File: config.mk
export PLATFORM = sky130hd
export DESIGN_NAME = core_arb
export DESIGN_NICKNAME = d
export VERILOG_FILES = /design/src/rtl/core_arb.sv
export SDC_FILE = /design/constraint.sdc
export NUM_CORES = 1
export LEC_CHECK = 0
export CAP_MARGIN = 20
export CORE_MARGIN = 3
export CORE_UTILIZATION = 47
export DETAILED_ROUTE_END_ITERATION = 10
export PLACE_DENSITY = 0.85
export SLEW_MARGIN = 20
export SYNTH_ARGS = -nofsm -noshare
export SYNTH_HDL_FRONTEND = slang
export SYNTH_SLANG_ARGS = --single-unit
export TNS_END_PERCENT = 100
File: constraint.sdc
create_clock -name clk -period 3.07 [get_ports clk]
set_input_delay 0.4605 -clock clk [delete_from_list [all_inputs] [get_ports clk]]
set_output_delay 0.4605 -clock clk [all_outputs]
set_load 0.1 [all_outputs]
File: src/rtl/core_arb.sv
// rtl/core_arb.sv - round-robin arbiter/sequencer sharing one fixed-latency 8-bit core; optional CORE_ARB_PRIO0_EN gives requester 0 strict priority
`timescale 1ns/1ps

module core_arb #(
    parameter int NUM_REQ  = 4,
    parameter int CORE_LAT = 3,
    localparam int IDW     = (NUM_REQ > 1) ? $clog2(NUM_REQ) : 1,
    localparam int CW      = $clog2(CORE_LAT + 2)
) (
    input  logic                   clk,
    input  logic                   rst_n,
    input  logic                   en,
    input  logic [NUM_REQ-1:0]     req_valid,
    input  logic [8*NUM_REQ-1:0]   req_data,
    output logic [NUM_REQ-1:0]     req_ready,
    output logic                   core_a,
    output logic [7:0]             core_b,
    input  logic [7:0]             core_c,
    input  logic                   core_d,
    output logic                   rsp_valid,
    output logic [IDW-1:0]         rsp_id,
    output logic [7:0]             rsp_data,
    output logic                   rsp_flag,
    output logic                   idle
);

    typedef enum logic [1:0] {
        ST_IDLE  = 2'd0,
        ST_RUN   = 2'd1,
        ST_DRAIN = 2'd2
    } state_t;

    state_t                state_q, state_d;
    logic [IDW-1:0]        ptr_q, ptr_d;
    logic [CW-1:0]         count_q, count_d;
    logic                  core_a_q, core_a_d;
    logic [7:0]            core_b_q, core_b_d;
    logic [IDW-1:0]        issue_id_q, issue_id_d;
    logic [CORE_LAT-1:0]   tag_v_q, tag_v_d;
    logic [IDW-1:0]        tag_id_q [CORE_LAT];
    logic [IDW-1:0]        tag_id_d [CORE_LAT];
    logic                  rsp_valid_q, rsp_valid_d;
    logic [IDW-1:0]        rsp_id_q, rsp_id_d;
    logic [7:0]            rsp_data_q, rsp_data_d;
    logic                  rsp_flag_q, rsp_flag_d;
    logic                  idle_q, idle_d;

    logic                  gnt_found;
    logic [IDW-1:0]        gnt_id;
    logic [7:0]            gnt_data;
    logic                  tag_out_v;

    // Grant search: only in RUN, starting at ptr and wrapping; ready is never raised without valid
    always_comb begin
        int             idx;
        logic [IDW-1:0] idx_w;
        gnt_found = 1'b0;
        gnt_id    = '0;
        req_ready = '0;
        idx       = 0;
        idx_w     = '0;
        if (state_q == ST_RUN) begin
`ifdef CORE_ARB_PRIO0_EN
            if (req_valid[0]) begin
                gnt_found = 1'b1;
                gnt_id    = '0;
            end
`endif
            for (int i = 0; i < NUM_REQ; i++) begin
                idx = int'(ptr_q) + i;
                if (idx >= NUM_REQ) begin
                    idx = idx - NUM_REQ;
                end
                idx_w = IDW'(idx);
`ifdef CORE_ARB_PRIO0_EN
                if (!gnt_found && (idx_w != '0) && req_valid[idx_w]) begin
`else
                if (!gnt_found && req_valid[idx_w]) begin
`endif
                    gnt_found = 1'b1;
                    gnt_id    = idx_w;
                end
            end
            if (gnt_found) begin
                req_ready[gnt_id] = 1'b1;
            end
        end
    end

    assign gnt_data  = req_data[{gnt_id, 3'b000} +: 8];
    assign tag_out_v = tag_v_q[CORE_LAT-1];

    // Pointer advances past the winner; strict-priority grants to requester 0 leave it alone
    always_comb begin
        ptr_d = ptr_q;
        if (gnt_found) begin
`ifdef CORE_ARB_PRIO0_EN
            if (gnt_id != '0) begin
                ptr_d = (gnt_id == IDW'(NUM_REQ - 1)) ? '0 : gnt_id + IDW'(1);
            end
`else
            ptr_d = (gnt_id == IDW'(NUM_REQ - 1)) ? '0 : gnt_id + IDW'(1);
`endif
        end
    end

    // Mode FSM: en starts/stops granting; DRAIN waits for every accepted op to come back
    always_comb begin
        state_d = state_q;
        case (state_q)
            ST_IDLE: begin
                if (en) begin
                    state_d = ST_RUN;
                end
            end
            ST_RUN: begin
                if (!en) begin
                    state_d = ST_DRAIN;
                end
            end
            ST_DRAIN: begin
                if (en) begin
                    state_d = ST_RUN;
                end else if (count_q == '0) begin
                    state_d = ST_IDLE;
                end
            end
            default: state_d = ST_IDLE;
        endcase
    end

    // Issue register and tag pipeline; the tag leaves the pipe in the cycle the core result is valid
    always_comb begin
        core_a_d   = gnt_found;
        core_b_d   = gnt_found ? gnt_data : core_b_q;
        issue_id_d = gnt_found ? gnt_id : issue_id_q;
        tag_v_d    = '0;
        tag_v_d[0] = core_a_q;
        tag_id_d[0] = issue_id_q;
        for (int k = 1; k < CORE_LAT; k++) begin
            tag_v_d[k]  = tag_v_q[k-1];
            tag_id_d[k] = tag_id_q[k-1];
        end
    end

    // Response capture: core_c/core_d are only looked at when a tag is due
    always_comb begin
        rsp_valid_d = tag_out_v;
        rsp_id_d    = tag_out_v ? tag_id_q[CORE_LAT-1] : rsp_id_q;
        rsp_data_d  = tag_out_v ? core_c : rsp_data_q;
        rsp_flag_d  = tag_out_v ? core_d : rsp_flag_q;
    end

    // In-flight count from handshake to result return; bounded by CORE_LAT+1
    always_comb begin
        count_d = count_q;
        case ({gnt_found, tag_out_v})
            2'b10:   count_d = count_q + CW'(1);
            2'b01:   count_d = count_q - CW'(1);
            default: count_d = count_q;
        endcase
        idle_d = (state_q == ST_IDLE) && (count_q == '0);
    end

    // State registers; reset discards all in-flight tags
    always_ff @(posedge clk or negedge rst_n) begin
        if (!rst_n) begin
            state_q     <= ST_IDLE;
            ptr_q       <= '0;
            count_q     <= '0;
            core_a_q    <= 1'b0;
            core_b_q    <= '0;
            issue_id_q  <= '0;
            tag_v_q     <= '0;
            for (int k = 0; k < CORE_LAT; k++) begin
                tag_id_q[k] <= '0;
            end
            rsp_valid_q <= 1'b0;
            rsp_id_q    <= '0;
            rsp_data_q  <= '0;
            rsp_flag_q  <= 1'b0;
            idle_q      <= 1'b1;
        end else begin
            state_q     <= state_d;
            ptr_q       <= ptr_d;
            count_q     <= count_d;
            core_a_q    <= core_a_d;
            core_b_q    <= core_b_d;
            issue_id_q  <= issue_id_d;
            tag_v_q     <= tag_v_d;
            for (int k = 0; k < CORE_LAT; k++) begin
                tag_id_q[k] <= tag_id_d[k];
            end
            rsp_valid_q <= rsp_valid_d;
            rsp_id_q    <= rsp_id_d;
            rsp_data_q  <= rsp_data_d;
            rsp_flag_q  <= rsp_flag_d;
            idle_q      <= idle_d;
        end
    end

    assign core_a    = core_a_q;
    assign core_b    = core_b_q;
    assign rsp_valid = rsp_valid_q;
    assign rsp_id    = rsp_id_q;
    assign rsp_data  = rsp_data_q;
    assign rsp_flag  = rsp_flag_q;
    assign idle      = idle_q;

endmodule

==> flow_metrics.tcl <==
set metrics [dict create \
    synthCells 146 \
    root_buffer "clkbuf_8" \
    synth-xor-area-share_pct 1.80 \
    yosys-mux-area-fraction_pct 11.2 \
    synth-compound-area-share_pct 17.7 \
    io_pins 74 \
    cts-resized-gates 0 \
    synth_cell_types 42 \
    rows 22 \
    fin_nets 271 \
    drive_gt1_share_pct 37.8 \
    insertedDiodeCount 0 \
    synth-seq-cells 40 \
    drc 0 \
    p_sw_share_pct 51.7 \
    leakage_uw 0.00120 \
    synth_top_family_by_area "compound AO/OA/AOI/OAI gates" \
    finalSetupTns_ns 0 \
    gp_congestion 0.780 \
    antenna_left 0 \
    area_growth_pct 41.3 \
    crit_path_end_kind "primary output" \
    pwr-share-seq_pct 30.8 \
    whs_ns 0.281 \
    grt_max_degree 41 \
    synthSimpleGateAreaFrac_pct 11.4 \
    die_w_um 70.4 \
    peakVddDrop_v 0.000765 \
    insertion_delay_ns 0.28 \
    maxSlewHeadroom_pct 42.9 \
    required_ns 2.61 \
    netlist_area_um2 1950 \
    period_share_pct 89.2 \
    synth_warnings 0 \
    crit_arrival_ns 2.28 \
    post_cts_buffers 0 \
    core_um2 3830 \
    fmax_mhz 365 \
    finalMaxSlewViolations 0 \
    port_buffers 73 \
    rsz0062_at_grt "false" \
    detail_route.first_pass.iterations 4 \
    cts_sinks 40 \
    min_period_ns 2.74 \
    cts_buffers 5 \
    fillers 259 \
    finalHoldViolCount 0 \
    avgRoutedWirePerCell_um 15.3 \
    num_vias 1411 \
    cts_max_level 2 \
    drt_iter0_drc 73 \
    synth_area_per_cell_um2 13.4 \
    combPwrFrac_pct 56.5 \
    cp_max_fo 11 \
    clk_path_buf_depth 2 \
    powerDensity_nw_per_um2 954 \
    start_util_pct 50.9 \
    synth_fa_ha_area_share_pct 1.67 \
    vias_per_cell 5.23 \
    layout_common_cells "clkdlybuf4s50_1 (46), dfrtp_1 (39), buf_4 (24), nor2_1 (12), mux2_2 (11)" \
    worstSetupStartpointType "input pin" \
    p_total_uw 2630 \
    dieArea_um2 4960 \
    worst_pin_slew_ns 0.857 \
    p_clk_share_pct 12.7 \
    status "finished clean" \
    synth.area.top_cells "dfrtp_1 (50%), mux2_2 (6.4%), a221oi_2 (6.2%)" \
    power_switching_uw 1360 \
    syn_nets 196 \
    cts_tree "built" \
    crit_type "in -> out" \
    postCtsHoldBufs 0 \
    wl_um 4140 \
    setup_viol_count_final 0 \
    final_util_pct 72.0 \
    maxCapViolations 0 \
    synth_top_area_share_pct 50.1 \
    grt_use_total_pct 18.4 \
    hp-class "in -> async" \
    cts.clk_slew.worst_paths_ns 0.08 \
    seq_area_frac_synth_pct 51.4 \
    yosysTopAreaCell "dfrtp_1" \
    grt_pass1_wl_um 7160 \
    layout_commonest_cell "clkdlybuf4s50_1" \
    antenna_found_initial 0 \
    overflow 0 \
    die_h_um 70.4 \
    clock_skew_ns 0.00529 \
    internal-power_uw 1270 \
    grt_pass1_vias 1564 \
    dp_hpwl_um 3120 \
]
-- synthesized netlist by cell type --
cell type  number
xnor2_1         2
nor3_1          2
nand3b_1        1
mux2_4          1
and2_1          1
a211oi_2        8
nor2b_1         2
buf_6           1
o21ai_0         2
o221ai_4        1
dfrtp_1        39
a21oi_1         4
a21boi_0        1
o41ai_4         1
inv_1           4
and3_2          1
mux2_2         11
or3_1           1
dfstp_2         1
fa_1            1
o21a_1          1
and3_4          1
and2_4          1
ha_1            1
o21ai_1         1
o22ai_2         1
nand2_1         5
and2_2          8
inv_4           1
and3_1          1
a21o_1          1
buf_2           2
buf_4           1
a221oi_2        8
nand2_2         1
nor2_1         12
xor2_1          2
nand3_2         1
nand2b_1        1
buf_12          2
clkbuf_1        1
mux2i_1         8
-- per-layer routing --
layer	part of all wire, %	global-route usage, %
met5	0	0
met4	0.87	5.74
met3	7.8	5.61
met2	49	30.0
met1	42	23.1
-- final cells by class --
cell class / instances / area, um2 / area share, %
flip-flops and latches: 40 / 1000 / 36.4
multi-input cells: 94 / 858 / 31.2
repair buffers: 75 / 726 / 26.3
clock buffers: 5 / 68.8 / 2.50
well taps: 48 / 60.1 / 2.18
inverters: 5 / 21.3 / 0.772
clock inverters: 3 / 18.8 / 0.681
-- final timing paths --
path | cells after the start | to | startpoint | slack [ns]
max reg2reg | 6 | count_q[2] | tag_v_q[2] | 1.17
min in group clk | 0 | tag_id_q[1] | tag_id_d[1] | 0.35
min reg2reg | 0 | tag_id_q[1] | tag_id_d[1] | 0.35
max in group asynchronous | 1 | rsp_data[5] | rst_n | 2.25
min | 1 | ptr_q[1] | rst_n | 0.28
max | 5 | req_ready[1] | req_valid[3] | 0.33
-- registers in the layout (all words and copies together) (netlist names) --
| signal | flops |
|---|---|
| idle | 1 |
| state_q | 2 |
| rsp_valid | 1 |
| core_a | 1 |
| tag_id_q | 2 |
| rsp_id | 2 |
| core_b | 8 |
| tag_v_q | 3 |
| issue_id_q | 2 |
| ptr_q | 2 |
| count_q | 3 |
| rsp_data | 8 |
| tag_id_d | 4 |
| rsp_flag | 1 |
-- critical path, stage by stage --
cell and delay, ns:
clkdlybuf4s50_1 0.66, nand3b_1 0.35, and3_4 0.39, and3_2 0.25
buf_12 0.18
-- power groups by stage --
stage / logic [uW] / registers, uW / clock network, uW
6_report: 1490 / 809 / 335
3_5_place_dp: 1490 / 816 / 0
3_3_place_gp: 1470 / 807 / 0
4_1_cts: 1490 / 810 / 345
5_1_grt: 1560 / 831 / 369
2_1_floorplan: 515 / 1480 / 0
-- through the flow --
| stage | cells | setup slack (ns) | area [um2] |
|---|---|---|---|
| 2_1_floorplan | 146 | 0.179 | 1950 |
| 3_3_place_gp | 262 | 0.393 | 2670 |
| 3_5_place_dp | 262 | 0.348 | 2670 |
| 4_1_cts | 270 | 0.337 | 2760 |
| 5_1_grt | 270 | 0.258 | 2760 |
| 6_report | 270 | 0.330 | 2760 |
-- cells by family (layout without fill, tap and decap cells) --
family	Yosys count	after routing
flip-flops	40	40
AND/OR/NAND/NOR	39	39
AO/OA/AOI/OAI	29	29
multiplexers	20	20
buffers and inverters	12	88
XOR/XNOR	4	4
adder cells (fa/ha/maj)	2	2
No activity file was read; power rests on OpenSTA's default activity.
